[config.mk]
export PLATFORM = sky130hd
export DESIGN_NAME = fetch_ctrl_flat
export DESIGN_NICKNAME = d
export VERILOG_FILES = /design/src/rtl/fetch_ctrl_pkg.sv /design/src/rtl/fetch_ctrl_if.sv /design/src/rtl/fetch_inst_buf.sv /design/src/rtl/fetch_ctrl.sv /design/src/flat_wrapper.sv
export SDC_FILE = /design/constraint.sdc
export NUM_CORES = 1
export LEC_CHECK = 0
export BUFFER_PORTS_ARGS = -buffer_cell sky130_fd_sc_hd__buf_2
export CORE_MARGIN = 2
export CORE_UTILIZATION = 39
export CTS_CLUSTER_DIAMETER = 30
export DETAILED_ROUTE_END_ITERATION = 7
export GPL_ROUTABILITY_DRIVEN = 0
export GPL_TIMING_DRIVEN = 0
export HOLD_SLACK_MARGIN = 0.06
export PLACE_DENSITY = 0.77
export REMOVE_ABC_BUFFERS = 1
export SLEW_MARGIN = 20
export SYNTH_ARGS = -nofsm -noshare
export SYNTH_HDL_FRONTEND = slang
export SYNTH_SLANG_ARGS = --single-unit
export TNS_END_PERCENT = 10
[constraint.sdc]
create_clock -name clk -period 1.5 [get_ports clk]
set_input_delay 0.075 -clock clk [delete_from_list [all_inputs] [get_ports clk]]
set_output_delay 0.075 -clock clk [all_outputs]
set_load 0.005 [all_outputs]
[src/rtl/fetch_ctrl_pkg.sv]
// fetch_ctrl_pkg: shared types and constants for the fetch controller.
//   fetch_state_e : controller FSM states
//   ADDR_W        : address/data width
//   INST_BYTES    : bytes per instruction (sequential PC step)
//   RESET_VEC     : PC value assumed after reset (must match the PC register)
//   align_addr()  : clears the byte-offset bits of an address
package fetch_ctrl_pkg;

    localparam int unsigned ADDR_W     = 32;
    localparam int unsigned INST_BYTES = 4;

    localparam logic [ADDR_W-1:0] RESET_VEC = 32'h0000_0000;

    typedef enum logic [2:0] {
        StIdle,
        StReq,
        StWait,
        StDeliver,
        StHalted
    } fetch_state_e;

    function automatic logic [ADDR_W-1:0] align_addr(input logic [ADDR_W-1:0] addr);
        return {addr[ADDR_W-1:2], 2'b00};
    endfunction

endpackage

[src/rtl/fetch_ctrl_if.sv]
// fetch_ctrl_if: bundles every non-clock/reset signal of the fetch controller.
//   PC register : pc_q (in), pc_en / pc_next (out)
//   imem        : imem_req_valid/addr (out), imem_req_ready, imem_rsp_valid/data (in)
//   decode      : inst_valid/data/pc (out), inst_ready (in)
//   control     : redir_valid/addr, halt_req (in), halted, misalign_trap/addr (out)
// Modport master is the fetch controller; slave is its environment.
interface fetch_ctrl_if;
    import fetch_ctrl_pkg::*;

    logic [ADDR_W-1:0] pc_q;
    logic              pc_en;
    logic [ADDR_W-1:0] pc_next;

    logic              imem_req_valid;
    logic [ADDR_W-1:0] imem_req_addr;
    logic              imem_req_ready;
    logic              imem_rsp_valid;
    logic [ADDR_W-1:0] imem_rsp_data;

    logic              inst_valid;
    logic [ADDR_W-1:0] inst_data;
    logic [ADDR_W-1:0] inst_pc;
    logic              inst_ready;

    logic              redir_valid;
    logic [ADDR_W-1:0] redir_addr;
    logic              halt_req;
    logic              halted;
    logic              misalign_trap;
    logic [ADDR_W-1:0] misalign_addr;

    modport master (
        input  pc_q,
        output pc_en, pc_next,
        output imem_req_valid, imem_req_addr,
        input  imem_req_ready, imem_rsp_valid, imem_rsp_data,
        output inst_valid, inst_data, inst_pc,
        input  inst_ready,
        input  redir_valid, redir_addr, halt_req,
        output halted, misalign_trap, misalign_addr
    );

    modport slave (
        output pc_q,
        input  pc_en, pc_next,
        input  imem_req_valid, imem_req_addr,
        output imem_req_ready, imem_rsp_valid, imem_rsp_data,
        input  inst_valid, inst_data, inst_pc,
        output inst_ready,
        output redir_valid, redir_addr, halt_req,
        input  halted, misalign_trap, misalign_addr
    );

endinterface

[src/rtl/fetch_inst_buf.sv]
// fetch_inst_buf: one-entry instruction buffer between imem and decode.
//   clk, rst      : clock, synchronous active-low reset (clears valid and contents)
//   load_i        : capture data_i/pc_i and set valid
//   clear_i       : drop the entry (wins over load_i)
//   data_i, pc_i  : instruction word and its address
//   valid_o       : entry present
//   data_o, pc_o  : held instruction word and address
module fetch_inst_buf
    import fetch_ctrl_pkg::*;
(
    input  logic              clk,
    input  logic              rst,
    input  logic              load_i,
    input  logic              clear_i,
    input  logic [ADDR_W-1:0] data_i,
    input  logic [ADDR_W-1:0] pc_i,
    output logic              valid_o,
    output logic [ADDR_W-1:0] data_o,
    output logic [ADDR_W-1:0] pc_o
);

    logic              valid_q;
    logic [ADDR_W-1:0] data_q;
    logic [ADDR_W-1:0] inst_pc_q;

    always_ff @(posedge clk) begin
        if (!rst) begin
            valid_q   <= 1'b0;
            data_q    <= '0;
            inst_pc_q <= '0;
        end else if (clear_i) begin
            // Contents are kept so inst_data/inst_pc do not glitch after a drop.
            valid_q <= 1'b0;
        end else if (load_i) begin
            valid_q   <= 1'b1;
            data_q    <= data_i;
            inst_pc_q <= pc_i;
        end
    end

    assign valid_o = valid_q;
    assign data_o  = data_q;
    assign pc_o    = inst_pc_q;

endmodule

[src/rtl/fetch_ctrl.sv]
// fetch_ctrl: sequences the PC register, issues one imem request per PC value and
// hands each fetched instruction to decode. One transaction outstanding at a time.
//   clk : clock, all state updates on posedge
//   rst : synchronous active-low reset
//   bus : fetch_ctrl_if.master (PC register, imem, decode, redirect/halt control)
// Optional feature macro FETCH_CTRL_MISALIGN_TRAP_EN: a redirect to a non-word-aligned
// target halts fetch and pulses misalign_trap; otherwise the target is silently aligned
// and misalign_trap/misalign_addr are tied to 0.
module fetch_ctrl
    import fetch_ctrl_pkg::*;
(
    input logic          clk,
    input logic          rst,
    fetch_ctrl_if.master bus
);

`ifdef FETCH_CTRL_MISALIGN_TRAP_EN
    localparam bit TrapEn = 1'b1;
`else
    localparam bit TrapEn = 1'b0;
`endif

    fetch_state_e state_q;
    logic         kill_q;          // response of the outstanding request must be discarded
    logic         halt_pending_q;

    logic              buf_valid;
    logic [ADDR_W-1:0] buf_data;
    logic [ADDR_W-1:0] buf_pc;

    logic              redir;      // redirect honoured (ignored in IDLE)
    logic              redir_bad;  // misaligned redirect that traps
    logic              halt_now;
    logic              req_valid;
    logic              inst_valid;
    logic              pc_en;
    logic [ADDR_W-1:0] pc_next;
    logic [ADDR_W-1:0] pc_inc;
    logic              req_fire;
    logic              deliver_fire;
    logic              buf_load;
    logic              buf_clear;

    assign redir     = bus.redir_valid && (state_q != StIdle);
    assign redir_bad = TrapEn && redir && (bus.redir_addr[1:0] != 2'b00);
    assign halt_now  = halt_pending_q || bus.halt_req;
    assign pc_inc    = bus.pc_q + ADDR_W'(INST_BYTES);

    always_comb begin
        req_valid  = 1'b0;
        inst_valid = 1'b0;
        pc_en      = 1'b0;
        pc_next    = pc_inc;
        unique case (state_q)
            // A killed response may still be in flight after a trap resume.
            StReq:     req_valid  = !bus.redir_valid && !kill_q;
            StDeliver: inst_valid = buf_valid && !bus.redir_valid;
            default: ;
        endcase
        if (redir) begin
            if (!redir_bad) begin
                pc_en   = 1'b1;
                pc_next = align_addr(bus.redir_addr);
            end
        end else if (inst_valid && bus.inst_ready) begin
            pc_en = 1'b1;
        end
    end

    assign req_fire     = req_valid && bus.imem_req_ready;
    assign deliver_fire = inst_valid && bus.inst_ready;
    assign buf_load     = (state_q == StWait) && bus.imem_rsp_valid && !kill_q && !redir;
    assign buf_clear    = (state_q == StDeliver) && (redir || deliver_fire);

    always_ff @(posedge clk) begin
        if (!rst) begin
            state_q        <= StIdle;
            kill_q         <= 1'b0;
            halt_pending_q <= 1'b0;
        end else begin
            halt_pending_q <= halt_pending_q || bus.halt_req;
            if (kill_q && bus.imem_rsp_valid) begin
                kill_q <= 1'b0;
            end
            unique case (state_q)
                StIdle: state_q <= halt_now ? StHalted : StReq;
                StReq: begin
                    if (redir_bad) begin
                        state_q <= StHalted;
                    end else if (!redir && req_fire) begin
                        state_q <= StWait;
                    end
                end
                StWait: begin
                    if (redir) begin
                        // A response arriving with the redirect closes the transaction.
                        if (bus.imem_rsp_valid) begin
                            kill_q  <= 1'b0;
                            state_q <= redir_bad ? StHalted : StReq;
                        end else begin
                            kill_q <= 1'b1;
                            if (redir_bad) begin
                                state_q <= StHalted;
                            end
                        end
                    end else if (bus.imem_rsp_valid) begin
                        if (kill_q) begin
                            state_q <= halt_now ? StHalted : StReq;
                        end else begin
                            state_q <= StDeliver;
                        end
                    end
                end
                StDeliver: begin
                    if (redir_bad) begin
                        state_q <= StHalted;
                    end else if (redir) begin
                        state_q <= StReq;
                    end else if (deliver_fire) begin
                        state_q <= halt_now ? StHalted : StReq;
                    end
                end
                StHalted: begin
                    if (redir && !redir_bad) begin
                        state_q        <= StReq;
                        halt_pending_q <= 1'b0;
                    end
                end
                default: state_q <= StIdle;
            endcase
        end
    end

    fetch_inst_buf u_inst_buf (
        .clk     (clk),
        .rst     (rst),
        .load_i  (buf_load),
        .clear_i (buf_clear),
        .data_i  (bus.imem_rsp_data),
        .pc_i    (bus.pc_q),
        .valid_o (buf_valid),
        .data_o  (buf_data),
        .pc_o    (buf_pc)
    );

`ifdef FETCH_CTRL_MISALIGN_TRAP_EN
    logic              misalign_trap_q;
    logic [ADDR_W-1:0] misalign_addr_q;

    always_ff @(posedge clk) begin
        if (!rst) begin
            misalign_trap_q <= 1'b0;
            misalign_addr_q <= '0;
        end else begin
            misalign_trap_q <= redir_bad;
            if (redir_bad) begin
                misalign_addr_q <= bus.redir_addr;
            end
        end
    end

    assign bus.misalign_trap = misalign_trap_q;
    assign bus.misalign_addr = misalign_addr_q;
`else
    assign bus.misalign_trap = 1'b0;
    assign bus.misalign_addr = '0;
`endif

    assign bus.pc_en          = pc_en;
    assign bus.pc_next        = pc_next;
    assign bus.imem_req_valid = req_valid;
    assign bus.imem_req_addr  = bus.pc_q;
    assign bus.inst_valid     = inst_valid;
    assign bus.inst_data      = buf_data;
    assign bus.inst_pc        = buf_pc;
    assign bus.halted         = (state_q == StHalted);

endmodule

[src/flat_wrapper.sv]
// flat-port wrapper written by rule: the top's interface ports become plain ports
module fetch_ctrl_flat import fetch_ctrl_pkg::*;
  (clk, rst, bus_pc_q, bus_pc_en, bus_pc_next, bus_imem_req_valid, bus_imem_req_addr, bus_imem_req_ready, bus_imem_rsp_valid, bus_imem_rsp_data, bus_inst_valid, bus_inst_data, bus_inst_pc, bus_inst_ready, bus_redir_valid, bus_redir_addr, bus_halt_req, bus_halted, bus_misalign_trap, bus_misalign_addr);
  fetch_ctrl_if bus_i ();
  input logic clk;
  input logic rst;
  input wire logic [$bits(bus_i.pc_q)-1:0] bus_pc_q;
  output wire logic [$bits(bus_i.pc_en)-1:0] bus_pc_en;
  output wire logic [$bits(bus_i.pc_next)-1:0] bus_pc_next;
  output wire logic [$bits(bus_i.imem_req_valid)-1:0] bus_imem_req_valid;
  output wire logic [$bits(bus_i.imem_req_addr)-1:0] bus_imem_req_addr;
  input wire logic [$bits(bus_i.imem_req_ready)-1:0] bus_imem_req_ready;
  input wire logic [$bits(bus_i.imem_rsp_valid)-1:0] bus_imem_rsp_valid;
  input wire logic [$bits(bus_i.imem_rsp_data)-1:0] bus_imem_rsp_data;
  output wire logic [$bits(bus_i.inst_valid)-1:0] bus_inst_valid;
  output wire logic [$bits(bus_i.inst_data)-1:0] bus_inst_data;
  output wire logic [$bits(bus_i.inst_pc)-1:0] bus_inst_pc;
  input wire logic [$bits(bus_i.inst_ready)-1:0] bus_inst_ready;
  input wire logic [$bits(bus_i.redir_valid)-1:0] bus_redir_valid;
  input wire logic [$bits(bus_i.redir_addr)-1:0] bus_redir_addr;
  input wire logic [$bits(bus_i.halt_req)-1:0] bus_halt_req;
  output wire logic [$bits(bus_i.halted)-1:0] bus_halted;
  output wire logic [$bits(bus_i.misalign_trap)-1:0] bus_misalign_trap;
  output wire logic [$bits(bus_i.misalign_addr)-1:0] bus_misalign_addr;
  assign bus_i.pc_q = bus_pc_q;
  assign bus_pc_en = bus_i.pc_en;
  assign bus_pc_next = bus_i.pc_next;
  assign bus_imem_req_valid = bus_i.imem_req_valid;
  assign bus_imem_req_addr = bus_i.imem_req_addr;
  assign bus_i.imem_req_ready = bus_imem_req_ready;
  assign bus_i.imem_rsp_valid = bus_imem_rsp_valid;
  assign bus_i.imem_rsp_data = bus_imem_rsp_data;
  assign bus_inst_valid = bus_i.inst_valid;
  assign bus_inst_data = bus_i.inst_data;
  assign bus_inst_pc = bus_i.inst_pc;
  assign bus_i.inst_ready = bus_inst_ready;
  assign bus_i.redir_valid = bus_redir_valid;
  assign bus_i.redir_addr = bus_redir_addr;
  assign bus_i.halt_req = bus_halt_req;
  assign bus_halted = bus_i.halted;
  assign bus_misalign_trap = bus_i.misalign_trap;
  assign bus_misalign_addr = bus_i.misalign_addr;
  fetch_ctrl u_core (.clk(clk), .rst(rst), .bus(bus_i));
endmodule
==> impl_metrics.json <==
{
  "rsz0062_at_grt": "yes",
  "synthArstFlopShare": 0,
  "grtUsageTotal": 0.264,
  "cts_tree": "done",
  "syn_avg_cell_area_um2": 7.41,
  "die_w_um": 108,
  "numCtsBuffers": 9,
  "grt_use_met2": 0.490,
  "hold_slack_ps": 120,
  "skew_ps": 14.7,
  "multi_input_area_um2": 2550,
  "ys_types": 48,
  "antenna_found_initial": 0,
  "slew_violations": 0,
  "root_buffer": "clkbuf_8",
  "drtAntennaViolNets": 0,
  "grt_max_degree": 71,
  "crit_type": "flop to output pin",
  "fin_crit_sh": 1.24,
  "drt-total-wl_um": 16100,
  "grt.overflow.total": 0,
  "vias_per_cell": 5.12,
  "place_area_um2": 5110,
  "crit_path_max_incr_delay_ps": 370,
  "worst_slack_ps": -364,
  "coreArea_um2": 10400,
  "cp-end-kind": "output pin",
  "use_met1": 0.310,
  "wl_per_cell_um": 16.4,
  "fin_area_um2": 6570,
  "hold_viol": 0,
  "layout_commonest_cell": "buf_2",
  "port_buffers": 232,
  "finalSetupTns_ps": -14190,
  "power.leakage_nw": 2.88,
  "cellPowerDensity_nw_per_um2": 781,
  "min_period_ps": 1860,
  "critPathLaunchType": "flop",
  "clk_pin_slew_ps": 90,
  "yosys_warnings": 0,
  "ys_ff_latch": 70,
  "ys_seq_area_frac": 0.332,
  "slowest_stage": "o31ai_4",
  "start_util": 0.405,
  "vias": 5025,
  "clk_latency_ps": 350,
  "clkSinkCount": 70,
  "grt_pass1_vias": 4690,
  "clockBufferDepth": 2,
  "dieArea_um2": 11700,
  "layoutNonFillerInstCount": 982,
  "num_io_pins": 268,
  "drive_gt1_frac": 0.385,
  "synth-edff-count": 0,
  "fillerInstances": 903,
  "dpl.hpwl_um": 8840,
  "first_iter_violations": 438,
  "drc_errors": 0,
  "cpMostUsedCell": "buf_8",
  "required_ps": 1420,
  "setup_viol": 100,
  "fin_nets": 945,
  "crit_arrival_ps": 1790,
  "use_met3": 0.0536,
  "regArea_um2": 1410,
  "busiest_layer": "met2",
  "antenna_cells": 0,
  "vdd_drop_max_uv": 604,
  "crit_fanout": 7,
  "fmax_mhz": 537,
  "dieHeight_um": 108,
  "synth_flop_cell": "dfxtp_1",
  "path_cells": "o31ai_4 > buf_8 > buf_8 > nor2_4 > a31oi_2 > buf_2",
  "grt_pass1_wl_um": 24000,
  "first_pass_iters": 5,
  "place_inst": 869,
  "fp-row-count": 37,
  "cap_viol_max_count": 0,
  "syn2layout_area_growth_pct": 55.8,
  "min-delay-path-class": "primary input to flop",
  "violations": "setup timing",
  "total_power_mw": 5.13,
  "cts_max_level": 3,
  "tightest_slew_ps": 620,
  "most-common-layout-cells": "225 x buf_2, 139 x nand2_1, 67 x dfxtp_1, 65 x dlygate4sd3_1, 55 x a21boi_1",
  "outcome": "finished, violations left",
  "synthCells": 569,
  "synth_area_um2": 4220,
  "maxSlewHeadroom": 0.587
}
## cells in the mapped netlist (4+ instances only)
cell type	n	area share
a21boi_0	65	0.12
a21oi_1	18	0.021
a31oi_1	15	0.022
and2_1	4	0.0059
and3_1	5	0.0074
and4_1	4	0.0083
buf_1	5	0.0045
buf_4	65	0.12
clkbuf_1	30	0.027
dfxtp_1	70	0.33
inv_1	5	0.0045
nand2_1	141	0.13
nand2b_1	4	0.0059
nand3_1	10	0.012
nand4_1	12	0.018
nor2_1	33	0.029
nor3b_1	5	0.0089
o21ai_0	14	0.017
o31ai_1	6	0.011
or3_1	9	0.013
or4_1	6	0.011
xnor2_1	5	0.010
xor2_1	8	0.017
## flip-flops by register name (all words and copies together), names as in the netlist
name	count
u_core.halt_pending_q	1
u_core.u_inst_buf.pc_o	32
u_core.kill_q	1
u_core.u_inst_buf.valid_o	1
u_core.state_q	3
u_core.u_inst_buf.data_o	32
## where the power goes
group          switching, mW  total, mW  internal [mW]
clock                  0.788       1.57          0.781
combinational          0.787       1.64          0.853
sequential            0.0268       1.92           1.89
total                   1.60       5.13           3.53
## per-layer routing
layer | vias up | wire [um]
met2 | 251 | 8410
met5 | - | 0
met3 | 18 | 1160
met4 | 0 | 209
met1 | 2352 | 6370
li1 | 2404 | -
## metrics by stage
stage | setup slack (ps) | utilization
global placement | -5040 | 0.482
detailed placement | -874 | 0.491
global route | -459 | 0.631
CTS | -327 | 0.617
finish | -364 | 0.631
floorplan | -2910 | -
## worst max-delay path: cells and delay by family, from the launching register on
| family | cells | cell delay [ps] |
|---|---|---|
| buf+inv | 3 | 490 |
| flops | 1 | 360 |
| compound gates | 2 | 550 |
| simple gates | 1 | 30 |
## cell families after synthesis
kind of cell / count (synthesis) / synth area share
buffers and inverters: 109 / 0.158
DFF: 70 / 0.332
and+or+nand+nor: 243 / 0.264
adders and majority gates: 1 / 0.00297
muxes: 1 / 0.00267
xor gates and xnor gates: 13 / 0.0270
other: 1 / 0.000890
AOI/OAI and AO/OA: 131 / 0.213
## repair_timing
action                     in CTS  in global routing
setup endpoints to repair     102                103
gates resized for setup        94                 38
hold endpoints to repair       65                  0
buffers inserted               21                  4
cloned                          8                  0
hold buffers                   65                  0
pin swaps                      35                  4
## cell type report
class | count | area share
tap | 136 | 0.0259
timing repair buffer | 327 | 0.337
multi-input combinational | 428 | 0.389
sequential | 70 | 0.215
clock buffer | 10 | 0.0194
clock inverter | 6 | 0.0109
inverter | 5 | 0.00286
## worst paths after layout
check                                   from                      endpoint  slack, ps  cells after the start
setup / recovery           u_core.state_q[0]               bus_pc_next[24]       -360                      6
hold / removal               bus_redir_valid         u_core.halt_pending_q        120                      2
setup reg to reg           u_core.state_q[0]  u_core.u_inst_buf.data_o[10]       -210                      7
hold reg to reg   u_core.u_inst_buf.pc_o[21]    u_core.u_inst_buf.pc_o[21]        450                      2
No activity file was read; power rests on OpenSTA's default activity.
